$ cat src/rtl/inbuffer_collect.sv
// inbuffer_collect: deserializing input stage of the DCT datapath.
// Collects arrsize float words {sign, exp[E], mant[M]} from a valid/ready
// source into one flat frame. The completed frame is held stable, with the
// source back-pressured, until the DCT core acknowledges it.
// Optional build macro DENORM_FLUSH_EN: when defined, denormal words
// (exp==0, mant!=0) are stored as signed zero. Otherwise words are stored bit-exact.
module inbuffer_collect #(
  parameter int M       = 23,
  parameter int E       = 8,
  parameter int arrsize = 16
) (
  input  logic                              clk,
  input  logic                              rst,
  input  logic [M+E:0]                      in_data,
  input  logic                              in_valid,
  output logic                              in_ready,
  input  logic                              clr,
  output logic [arrsize*(M+E+1)-1:0]        out_arr,
  output logic                              out_valid,
  input  logic                              out_ack,
  output logic [$clog2(arrsize)-1:0]        fill_cnt
);

  localparam int W  = M + E + 1;
  localparam int CW = $clog2(arrsize);
  localparam logic [CW-1:0] LAST = CW'(arrsize - 1);

  typedef enum logic {FILL = 1'b0, HOLD = 1'b1} state_t;

  state_t         state_q, state_d;
  logic [CW-1:0]  cnt_q, cnt_d;
  logic [W-1:0]   slot_q [arrsize];
  logic           wr_en;
  logic [W-1:0]   wr_word;

  // Word conditioning applied at capture; no other arithmetic touches the data.
  function automatic logic [W-1:0] condition_word(input logic [W-1:0] w);
`ifdef DENORM_FLUSH_EN
    if ((w[M+E-1:M] == '0) && (w[M-1:0] != '0))
      return {w[W-1], {(E+M){1'b0}}};
    else
      return w;
`else
    return w;
`endif
  endfunction

  assign wr_word = condition_word(in_data);

  // Next-state decode: clr beats a same-cycle accept in FILL; in HOLD only
  // out_ack matters, so clr there is ignored and can never drop a frame.
  always_comb begin
    state_d = state_q;
    cnt_d   = cnt_q;
    wr_en   = 1'b0;
    case (state_q)
      FILL: begin
        if (clr) begin
          cnt_d = '0;
        end else if (in_valid) begin
          wr_en = 1'b1;
          if (cnt_q == LAST) begin
            cnt_d   = '0;
            state_d = HOLD;
          end else begin
            cnt_d = cnt_q + CW'(1);
          end
        end
      end
      HOLD: begin
        if (out_ack) state_d = FILL;
      end
      default: state_d = FILL;
    endcase
  end

  // Control registers: handshake state and fill position.
  always_ff @(posedge clk or posedge rst) begin
    if (rst) begin
      state_q <= FILL;
      cnt_q   <= '0;
    end else begin
      state_q <= state_d;
      cnt_q   <= cnt_d;
    end
  end

  // Frame storage: only the addressed slot changes; untouched slots keep old data.
  always_ff @(posedge clk or posedge rst) begin
    if (rst) begin
      for (int i = 0; i < arrsize; i++) slot_q[i] <= '0;
    end else if (wr_en) begin
      slot_q[cnt_q] <= wr_word;
    end
  end

  for (genvar g = 0; g < arrsize; g++) begin : g_pack
    assign out_arr[g*W +: W] = slot_q[g];
  end

  assign in_ready  = (state_q == FILL);
  assign out_valid = (state_q == HOLD);
  assign fill_cnt  = cnt_q;

endmodule

$ cat config.mk
export PLATFORM = sky130hd
export DESIGN_NAME = inbuffer_collect
export DESIGN_NICKNAME = d
export VERILOG_FILES = /design/src/rtl/inbuffer_collect.sv
export SDC_FILE = /design/constraint.sdc
export NUM_CORES = 1
export LEC_CHECK = 0
export ABC_AREA = 1
export CAP_MARGIN = 20
export CORE_AREA = 4 4 216 218
export CTS_BUF_LIST = sky130_fd_sc_hd__clkbuf_8
export DETAILED_ROUTE_END_ITERATION = 6
export DIE_AREA = 0 0 220 222
export PLACE_DENSITY = 0.76
export SLEW_MARGIN = 25
export SYNTH_ARGS = -nofsm -noshare
export SYNTH_HDL_FRONTEND = slang
export SYNTH_SLANG_ARGS = --single-unit
export TNS_END_PERCENT = 50
$ cat constraint.sdc
create_clock -name clk -period 45.8 [get_ports clk]
set_input_delay 6.87 -clock clk [delete_from_list [all_inputs] [get_ports clk]]
set_output_delay 6.87 -clock clk [all_outputs]
set_load 0.01 [all_outputs]
==> results.toml <==
[power]
p_sw_uw = 285.1
peakVddDrop_uv = 24.73
clkPwrFrac = 0.382
power_frac_seq = 0.476
power.density_nw_per_um2 = 38.55
p_int_uw = 785.8
swShare = 0.2662
p_leak_nw = 14.62
pwr-share-comb = 0.142

[yosys]
yosysWarnings = 0
synthesis.area_um2 = 20450
synth_compound_area_frac = 0.0007343
yosysUniqueCellTypes = 20
syn-num-nets = 2373
synth_edf_count = 0
synth_flop_cell = "dfrtp_1"
syn_inst = 2332
async_reset_ff_frac = 1.000
synthAdderAreaFrac = 0.002448
synth_mux_area_frac = 0
syn_avg_cell_area_um2 = 8.768
ys_ff_latch = 517
yosysSeqAreaShare = 0.6328
synth_xor_area_frac = 0.0004284
yosys.area_share.simple = 0.3136
synth_top_family_by_area = "simple AND/OR/NAND/NOR gates"

[cells_and_area]
diodes = 0
nets = 2853
fin_area_um2 = 27780
mostFrequentLayoutCell = "nand2_1"
nFillCells = 3718
instances_no_fill = 3469
drive_gt1_frac = 0.06797
mostFrequentLayoutCells = "1302 x nand2_1, 545 x clkdlybuf4s50_1, 517 x dfrtp_1"
area_growth_pct = 35.85

[routing]
first_pass_iters = 6
drt_iter0_drc = 2056
route.vias.total = 18250
drc = 0
viasPerCell = 5.261
wl_um = 75390
wl_per_cell_um = 21.73
ant_nets = 0

[global_routing]
antenna_found_initial = 1
grt_overflow_total = 0
grt.total_usage = 0.3032
grt_start_max_net_pins = 141
grt_pass1_vias = 17917
grt_pass1_wl_um = 111800

[timing]
hold_viol = 0
finClkSkew_ns = 0.02525
setup_viol_count_final = 0
worst_pin_slew_ns = 1.148
rsz0062_at_grt = "false"
fmax_ghz = 0.09650
final.setup.tns_ns = 0
fin_crit_sh = 0.2263
slew_violations = 0
period_needed_ns = 10.36
maxSlewHeadroom = 0.2323

[worst_hold_path]
hold_path_end = "out_arr[62]"
hold_path_depth = 2
hp-class = "flip-flop to flip-flop"
min_from = "out_arr[62]"

[placement]
hpwl_um = 49190
place_inst = 3324
gp_congestion = 0.8501
port_buffers = 554
dpl_cell_area_um2 = 26030

[setup_path]
rrSetupSlack_ns = 41.80
critPathMaxStageDelay_ns = 0.77
cp.arrival_ns = 10.95
crit_required_ns = 46.39
cp_cell_sequence = "clkdlybuf4s50_1 > nand2_1 > nor2_4 > buf_4 > buf_4 > buf_4 > nand3_1 > nand2_1"
crit_path_max_fanout = 84
cpMaxStageDelayCell = "buf_4"
r2r-start = "out_valid"
end_kind = "flip-flop"
r2r-end = "out_arr[432]"
crit_type = "primary input to flip-flop"
reg2regPathDepth = 6
crit_buf_inv = 4
critPathMostFrequentCell = "buf_4"
cpLargestDelayFamily = "buffers and inverters"
worstSetupStartpointType = "primary input"

[cts]
cts_root_buf = "clkbuf_8"
clk_pin_slew_worst_paths_ns = 0.06
cts-hold-fix-buffers = 0
h-tree-depth = 3
tritoncts = "yes"
cts_buffers = 85
clk_path_buf_depth = 3
clk_latency_ns = 0.66
cts_resized = 0
post-cts-setup-buffers = 0
clock_sinks = 517

[floorplan]
die-area_um2 = 48840
die_width_um = 220
row_count = 78
die_height_um = 222
io_pins = 555
core_area_um2 = 44890
start_util = 0.4554

[run]
drv_cap = 0

[outcome]
outcome = "complete, no violations"
==> power by group through the flow <==
stage	clock network [mW]	logic (mW)	registers, mW
after floorplan	0	0.0463	0.530
after global placement	0	0.150	0.516
after detailed placement	0	0.152	0.517
after CTS	0.414	0.153	0.509
after global routing	0.438	0.164	0.513
final	0.409	0.152	0.510
==> area by class of cell <==
class / instances / area (µm²) / area share
sequential: 517 / 12940 / 0.4658
multi-input combinational: 1604 / 6525 / 0.2349
timing repair buffer: 585 / 5764 / 0.2075
clock buffer: 107 / 1473 / 0.05302
tap: 600 / 750.7 / 0.02703
clock inverter: 37 / 247.7 / 0.008919
inverter: 19 / 78.83 / 0.002838
==> worst min-delay path: stages (launching register included) <==
cell and delay [ns]:
dfrtp_1 0.34, nand2_1 0.06, nand2_1 0.05
==> per-layer routing <==
layer  global-route usage  part of all wire  vias to the layer above
li1                     -                 -                     8131
met1               0.3778              0.38                     8911
met2               0.4789              0.46                     1012
met3               0.1109              0.12                      194
met4               0.1268             0.041                        2
met5                    0           0.00025                        -
==> worst max-delay path by stage <==
stage               startpoint      endpoint  cells after the start  slack, ns
finish                in_valid  out_arr[432]                      8      35.44
global route          in_valid  out_arr[432]                      8      35.12
CTS                        rst  out_arr[128]                      5      35.45
detailed placement         rst  out_arr[129]                      5      34.72
global placement           rst  out_arr[134]                      5      34.82
floorplan                  rst   fill_cnt[0]                      1      24.49
==> per-stage QoR <==
step	util	hold slack [ns]	power, mW	worst slack (ns)
after floorplan	-	0.5061	0.5763	24.49
after global placement	0.5805	0.4531	0.6660	34.82
after detailed placement	0.5798	0.4571	0.6697	34.72
after CTS	0.6181	0.4705	1.077	35.45
after global routing	0.6187	0.4846	1.115	35.12
final	0.6187	0.4691	1.071	35.44
==> synth_stat cells (2+ instances only) <==
cell type,n,share of area
inv_1,16,0.0029
clkbuf_1,87,0.016
buf_2,77,0.019
o21ai_0,3,0.00073
buf_4,18,0.0066
nor2_1,2,0.00037
nand3_1,265,0.065
nand2_1,1305,0.24
nand2_2,5,0.0015
dfrtp_1,517,0.63
nor2_4,4,0.0022
ha_1,4,0.0024
nor2_2,12,0.0037
inv_2,3,0.00055
buf_6,9,0.0050
==> kinds of logic (layout without fill, tap and decap cells) <==
kind of cell / after synthesis / in the layout
fa+ha+maj: 4 / 4
flops: 517 / 517
simple gates: 1596 / 1596
compound gates: 3 / 3
xor+xnor: 1 / 1
buf+inv: 211 / 748
==> flip-flops by register name (all words and copies together), names as in the netlist <==
register	count
out_arr	512
fill_cnt	4
out_valid	1
Power figures use the tool's default switching activity.
